<file path="config.mk">
export PLATFORM = sky130hd
export DESIGN_NAME = weight_ram_sched_flat
export DESIGN_NICKNAME = d
export VERILOG_FILES = /design/src/rtl/weight_ram_sched_if.sv /design/src/rtl/weight_ram_sched.sv /design/src/flat_wrapper.sv
export SDC_FILE = /design/constraint.sdc
export NUM_CORES = 1
export LEC_CHECK = 0
export ABC_AREA = 0
export CORE_MARGIN = 2
export CORE_UTILIZATION = 39
export DETAILED_ROUTE_END_ITERATION = 10
export GPL_TIMING_DRIVEN = 0
export MAX_ROUTING_LAYER = met4
export PLACE_DENSITY = 0.8
export SYNTH_ARGS = -nofsm -noshare
export SYNTH_HDL_FRONTEND = slang
export SYNTH_SLANG_ARGS = --single-unit
</file>
<file path="constraint.sdc">
create_clock -name clk -period 4.9 [get_ports clk]
set_clock_uncertainty 0.15 [all_clocks]
set_input_delay 0.735 -clock clk [delete_from_list [all_inputs] [get_ports clk]]
set_output_delay 0.735 -clock clk [all_outputs]
set_load 0.05 [all_outputs]
</file>
<file path="src/rtl/weight_ram_sched_if.sv">
// Bundle of requester-side and RAM-side signals owned by weight_ram_sched.
// The slave modport is the scheduler view; the master modport is the environment view.
interface weight_ram_sched_if #(
   parameter int unsigned DATA_WIDTH = 32,
   parameter int unsigned ADDR_BITS  = 5
);
   logic                  rd_start;
   logic [ADDR_BITS-1:0]  rd_base;
   logic [ADDR_BITS:0]    rd_len;
   logic                  rd_busy;
   logic                  rd_valid;
   logic [DATA_WIDTH-1:0] rd_data;
   logic [ADDR_BITS:0]    rd_idx;
   logic                  rd_last;

   logic                  wr_req;
   logic [ADDR_BITS-1:0]  wr_addr;
   logic [DATA_WIDTH-1:0] wr_data;
   logic                  wr_ack;

   logic                  ram_en;
   logic                  ram_we;
   logic [ADDR_BITS-1:0]  ram_addr;
   logic [DATA_WIDTH-1:0] ram_wdata;
   logic [DATA_WIDTH-1:0] ram_rdata;

   modport slave (
      input  rd_start, rd_base, rd_len, wr_req, wr_addr, wr_data, ram_rdata,
      output rd_busy, rd_valid, rd_data, rd_idx, rd_last, wr_ack,
             ram_en, ram_we, ram_addr, ram_wdata
   );

   modport master (
      output rd_start, rd_base, rd_len, wr_req, wr_addr, wr_data, ram_rdata,
      input  rd_busy, rd_valid, rd_data, rd_idx, rd_last, wr_ack,
             ram_en, ram_we, ram_addr, ram_wdata
   );
endinterface

</file>
<file path="src/rtl/weight_ram_sched.sv">
// Single-port weight RAM scheduler: read bursts for the layer datapath, single-word
// writes for the weight-sync engine, with bursts taking priority.
module weight_ram_sched #(
   parameter int unsigned DATA_WIDTH = 32,
   parameter int unsigned ADDR_BITS  = 5
) (
   input logic                clk,
   input logic                rst,
   weight_ram_sched_if.slave  bus_io
);
   localparam int unsigned CntW = ADDR_BITS + 1;

   typedef enum logic [1:0] {StIdle, StRead, StDrain} state_e;

   state_e                state_q, state_d;
   logic [ADDR_BITS-1:0]  base_q, base_d;
   logic [CntW-1:0]       len_q, len_d;
   logic [CntW-1:0]       cnt_q, cnt_d;
   logic                  ram_en_q, ram_en_d;
   logic                  ram_we_q, ram_we_d;
   logic [ADDR_BITS-1:0]  ram_addr_q, ram_addr_d;
   logic [DATA_WIDTH-1:0] ram_wdata_q, ram_wdata_d;
   logic [CntW-1:0]       ram_idx_q, ram_idx_d;
   logic                  rd_valid_q;
   logic [CntW-1:0]       rd_idx_q;
   logic                  wr_ack;

   always_comb begin
      state_d     = state_q;
      base_d      = base_q;
      len_d       = len_q;
      cnt_d       = cnt_q;
      ram_en_d    = 1'b0;
      ram_we_d    = 1'b0;
      ram_addr_d  = ram_addr_q;
      ram_wdata_d = ram_wdata_q;
      ram_idx_d   = ram_idx_q;
      wr_ack      = 1'b0;

      unique case (state_q)
         StIdle: begin
            if (bus_io.rd_start && (bus_io.rd_len != '0)) begin
               // Word 0 is issued straight from the request, so the counter restarts at 1.
               base_d     = bus_io.rd_base;
               len_d      = bus_io.rd_len;
               cnt_d      = CntW'(1);
               ram_en_d   = 1'b1;
               ram_addr_d = bus_io.rd_base;
               ram_idx_d  = '0;
               state_d    = StRead;
            end else if (!bus_io.rd_start && bus_io.wr_req) begin
               wr_ack      = 1'b1;
               ram_en_d    = 1'b1;
               ram_we_d    = 1'b1;
               ram_addr_d  = bus_io.wr_addr;
               ram_wdata_d = bus_io.wr_data;
            end
         end
         StRead: begin
            if (cnt_q != len_q) begin
               ram_en_d   = 1'b1;
               ram_addr_d = base_q + ADDR_BITS'(cnt_q);
               ram_idx_d  = cnt_q;
               cnt_d      = cnt_q + CntW'(1);
            end else begin
               state_d = StDrain;
            end
         end
         StDrain: state_d = StIdle;
         default: state_d = StIdle;
      endcase
   end

   always_ff @(posedge clk) begin
      if (rst) begin
         state_q     <= StIdle;
         base_q      <= '0;
         len_q       <= '0;
         cnt_q       <= '0;
         ram_en_q    <= 1'b0;
         ram_we_q    <= 1'b0;
         ram_addr_q  <= '0;
         ram_wdata_q <= '0;
         ram_idx_q   <= '0;
         rd_valid_q  <= 1'b0;
         rd_idx_q    <= '0;
      end else begin
         state_q     <= state_d;
         base_q      <= base_d;
         len_q       <= len_d;
         cnt_q       <= cnt_d;
         ram_en_q    <= ram_en_d;
         ram_we_q    <= ram_we_d;
         ram_addr_q  <= ram_addr_d;
         ram_wdata_q <= ram_wdata_d;
         ram_idx_q   <= ram_idx_d;
         rd_valid_q  <= ram_en_q & ~ram_we_q;
         rd_idx_q    <= ram_idx_q;
      end
   end

   assign bus_io.ram_en    = ram_en_q;
   assign bus_io.ram_we    = ram_we_q;
   assign bus_io.ram_addr  = ram_addr_q;
   assign bus_io.ram_wdata = ram_wdata_q;
   assign bus_io.rd_busy   = (state_q != StIdle);
   assign bus_io.rd_valid  = rd_valid_q;
   assign bus_io.rd_idx    = rd_idx_q;
   assign bus_io.rd_data   = bus_io.ram_rdata;
   assign bus_io.rd_last   = rd_valid_q && (rd_idx_q == (len_q - CntW'(1)));
   assign bus_io.wr_ack    = wr_ack & ~rst;
endmodule
</file>
<file path="src/flat_wrapper.sv">
// flat-port wrapper written by rule: the top's interface ports become plain ports
module weight_ram_sched_flat 
#(
   parameter int unsigned DATA_WIDTH = 32,
   parameter int unsigned ADDR_BITS  = 5
)
  (clk, rst, bus_io_rd_start, bus_io_rd_base, bus_io_rd_len, bus_io_wr_req, bus_io_wr_addr, bus_io_wr_data, bus_io_ram_rdata, bus_io_rd_busy, bus_io_rd_valid, bus_io_rd_data, bus_io_rd_idx, bus_io_rd_last, bus_io_wr_ack, bus_io_ram_en, bus_io_ram_we, bus_io_ram_addr, bus_io_ram_wdata);
  weight_ram_sched_if #(.DATA_WIDTH(DATA_WIDTH), .ADDR_BITS(ADDR_BITS)) bus_io_i ();
  input logic clk;
  input logic rst;
  input wire logic [$bits(bus_io_i.rd_start)-1:0] bus_io_rd_start;
  input wire logic [$bits(bus_io_i.rd_base)-1:0] bus_io_rd_base;
  input wire logic [$bits(bus_io_i.rd_len)-1:0] bus_io_rd_len;
  input wire logic [$bits(bus_io_i.wr_req)-1:0] bus_io_wr_req;
  input wire logic [$bits(bus_io_i.wr_addr)-1:0] bus_io_wr_addr;
  input wire logic [$bits(bus_io_i.wr_data)-1:0] bus_io_wr_data;
  input wire logic [$bits(bus_io_i.ram_rdata)-1:0] bus_io_ram_rdata;
  output wire logic [$bits(bus_io_i.rd_busy)-1:0] bus_io_rd_busy;
  output wire logic [$bits(bus_io_i.rd_valid)-1:0] bus_io_rd_valid;
  output wire logic [$bits(bus_io_i.rd_data)-1:0] bus_io_rd_data;
  output wire logic [$bits(bus_io_i.rd_idx)-1:0] bus_io_rd_idx;
  output wire logic [$bits(bus_io_i.rd_last)-1:0] bus_io_rd_last;
  output wire logic [$bits(bus_io_i.wr_ack)-1:0] bus_io_wr_ack;
  output wire logic [$bits(bus_io_i.ram_en)-1:0] bus_io_ram_en;
  output wire logic [$bits(bus_io_i.ram_we)-1:0] bus_io_ram_we;
  output wire logic [$bits(bus_io_i.ram_addr)-1:0] bus_io_ram_addr;
  output wire logic [$bits(bus_io_i.ram_wdata)-1:0] bus_io_ram_wdata;
  assign bus_io_i.rd_start = bus_io_rd_start;
  assign bus_io_i.rd_base = bus_io_rd_base;
  assign bus_io_i.rd_len = bus_io_rd_len;
  assign bus_io_i.wr_req = bus_io_wr_req;
  assign bus_io_i.wr_addr = bus_io_wr_addr;
  assign bus_io_i.wr_data = bus_io_wr_data;
  assign bus_io_i.ram_rdata = bus_io_ram_rdata;
  assign bus_io_rd_busy = bus_io_i.rd_busy;
  assign bus_io_rd_valid = bus_io_i.rd_valid;
  assign bus_io_rd_data = bus_io_i.rd_data;
  assign bus_io_rd_idx = bus_io_i.rd_idx;
  assign bus_io_rd_last = bus_io_i.rd_last;
  assign bus_io_wr_ack = bus_io_i.wr_ack;
  assign bus_io_ram_en = bus_io_i.ram_en;
  assign bus_io_ram_we = bus_io_i.ram_we;
  assign bus_io_ram_addr = bus_io_i.ram_addr;
  assign bus_io_ram_wdata = bus_io_i.ram_wdata;
  weight_ram_sched #(.DATA_WIDTH(DATA_WIDTH), .ADDR_BITS(ADDR_BITS)) u_core (.clk(clk), .rst(rst), .bus_io(bus_io_i));
endmodule
</file>
==> impl_results.md <==
* Fillers at 742
* Largest net degree at the start of global routing at 13
* Share of cells above drive strength 1 at 0.119
* Antenna cells at 0
* First DRT Iteration DRCs at 118
* Bufs on Longest Clock Path at 2
* Tot Pwr at 1.66 mW
* Sequential fraction of the synthesis area at 0.435
* CTS root buf: clkbuf_8
* Number of global-route vias before repair at 2887
* CP endpoint kind: output pin
* Hold Path Cell Cnt at 1
* Peak VDD IR at 161 µV
* Die Height at 95.5 µm
* DRC at 0
* Hold Fails Final Rpt at 0
* Die footprint at 9130 µm²
* Crit start category: flip-flop
* Hold/Removal Path Class: flip-flop to flip-flop
* Outcome: finished, final reports clean
* Pins Over Slew Limit at 0
* Gates resized, CTS repair at 0
* Port buffer count at 130
* Via Count at 3135
* Synth warnings at 0
* Leakage at 1.96 nW
* Critical Path AT at 2.96 ns
* WHS Endpoint: u_core.bus_io.rd_valid
* Crit path required time at 4.01 ns
* EDFF count, synth at 0
* Final Cycle Share at 0.784
* Min Hold Slack at 0.272 ns
* Post-CTS Setup Inserts at 0
* Critical path launch point: u_core.state_q[1]
* Crit path max fanout at 10
* Setup TNS at 0 ns
* Crit Path Category: flip-flop to output pin
* Post-Syn Area per Cell at 8.36 µm²
* Area grow syn2layout at 51.4%
* Synth cell types at 41
* Setup violators final at 0
* Die width at 95.5 µm
* Reg2reg path depth at 7
* Antenna violations before repair at 0
* RSZ-0062 raised after global routing: no
* R2R setup slack at 2.41 ns
* # IOs at 165
* Post-Syn Nets at 482
* Finished Core Util at 0.605
* Hpwl dp at 6710 µm
* Asr flop ratio synth at 0
* RD Place Congestion at 0.916
* # rows at 33
* TritonCTS clock tree: done
* Final ANT Viol Nets at 0
* Initial Utilization at 0.400
* First-pass GRT wire length at 13600 µm
* Synthesized flop and latch total at 71
* Worst min-delay path startpoint: u_core.bus_io.ram_we
* Routed WL per cell at 13.6 µm
* Syn Inst Count at 391
* F_max at 0.260 GHz
* Final std cells w/o fill at 642
* Worst slew pin tran at 0.877 ns
* Hold_buf cts at 0
* H-tree levels at 3
* Sink Count at 71
* Routed WL at 8730 µm
* Max_cap viols at 0
* Worst reg2reg path startpoint: u_core.state_q[1]
* CTS Buf Count at 9
* Net count reported at finish at 623
* Pre-antenna DRT Iters at 5
* Post-layout min period at 3.84 ns
* CORE AREA at 8180 µm²
* Reg-to-reg endpoint: u_core.bus_io.ram_wdata[7]
* GRT overflow at 0
* Ys flop type: dfxtp_1
* Global-route usage over all layers at 0.195
* Power Dens Cells at 336 nW/µm²
* Placed cell count at 626
* Slew headroom at 0.410
* Vias/cell at 4.88
* Worst-Skew Late Latency at 0.34 ns
* Mapped Area at 3270 µm²
* CTS clk-pin slew, worst paths at 0.08 ns
==> cell families after synthesis <==
| group | Yosys count | synth area share |
|---|---|---|
| DFF | 71 | 0.435 |
| AOI/OAI and AO/OA | 77 | 0.143 |
| adders and majority gates | 7 | 0.0291 |
| and+or+nand+nor | 144 | 0.199 |
| muxes | 11 | 0.0349 |
| buffers and inverters | 64 | 0.113 |
| xor gates and xnor gates | 17 | 0.0456 |
==> synthesized netlist by cell type, drive strengths merged, types with 6 or more instances <==
master | n | share of area
buf | 40 | 0.086
a21oi | 48 | 0.074
clkbuf | 12 | 0.014
mux2i | 8 | 0.025
xnor2 | 6 | 0.016
nand2 | 74 | 0.085
inv | 12 | 0.014
o21ai | 10 | 0.016
ha | 6 | 0.023
dfxtp | 71 | 0.44
xor2 | 11 | 0.029
nor2 | 22 | 0.025
nand2b | 10 | 0.019
nand3 | 14 | 0.021
nor3 | 11 | 0.017
==> critical path, stage by stage (launching register included) <==
cell             delay (ns)
dfxtp_1                0.30
clkbuf_1               0.20
nor2_1                 0.42
nand3b_1               0.40
clkbuf_1               0.33
nor2_1                 0.14
clkdlybuf4s50_1        0.82
==> cells in the final DEF (no fill, tap or decap), types with 10 or more instances in the layout <==
| cell | instances |
|---|---|
| clkdlybuf4s50_1 | 130 |
| a21oi_1 | 48 |
| xor2_1 | 11 |
| nand2b_1 | 10 |
| buf_4 | 33 |
| dfxtp_1 | 71 |
| inv_1 | 12 |
| nor2_1 | 22 |
| nand3_1 | 14 |
| nor3_1 | 11 |
| nand2_1 | 74 |
| clkbuf_1 | 13 |
| clkbuf_8 | 10 |
==> how the worst max path moves through the flow <==
stage | endpoint | slack, ns | cells past startpoint
3_3_place_gp | bus_io_wr_ack | 1.22 | 5
6_report | bus_io_wr_ack | 1.06 | 6
4_1_cts | bus_io_wr_ack | 1.06 | 6
3_5_place_dp | bus_io_wr_ack | 1.24 | 5
2_1_floorplan | bus_io_rd_last | 1.22 | 5
5_1_grt | bus_io_wr_ack | 0.85 | 6
==> state kept, by name (all words and copies together) (netlist names), 2 cells and up <==
name,cells
u_core.bus_io.ram_wdata,32
u_core.bus_io.rd_idx,6
u_core.cnt_q,6
u_core.len_q,6
u_core.ram_idx_q,6
u_core.base_q,5
u_core.bus_io.ram_addr,5
u_core.state_q,2
==> stage by stage <==
stage,worst slack [ns],area [µm²]
after global placement,1.22,4700
after CTS,1.06,4940
after global routing,0.850,4940
final,1.06,4940
after detailed placement,1.24,4700
after floorplan,1.22,3270
==> layer usage <==
layer	up-vias	GRT usage	wire (µm)
li1	1570	-	-
met1	1412	0.253	3770
met2	139	0.311	4080
met3	14	0.0340	766
met4	0	0.0631	106
met5	-	-	0
==> report_power, final <==
| group | leakage (nW) | internal (mW) | total (mW) | switching [mW] |
|---|---|---|---|---|
| Sequential | 0.579 | 0.611 | 0.637 | 0.0256 |
| Clock | 0.124 | 0.353 | 0.574 | 0.221 |
| Combinational | 1.26 | 0.177 | 0.451 | 0.274 |
| Total | 1.96 | 1.14 | 1.66 | 0.520 |
==> layout make-up <==
class,count,area (µm²),share of cell area
tap,105,131,0.0266
inverter,12,45.0,0.00911
buffer,52,325,0.0658
multi-input combinational,256,1480,0.298
sequential,71,1420,0.287
timing repair buffer,130,1300,0.263
clock inverter,5,104,0.0210
clock buffer,11,141,0.0286
No activity file was read; power rests on OpenSTA's default activity.
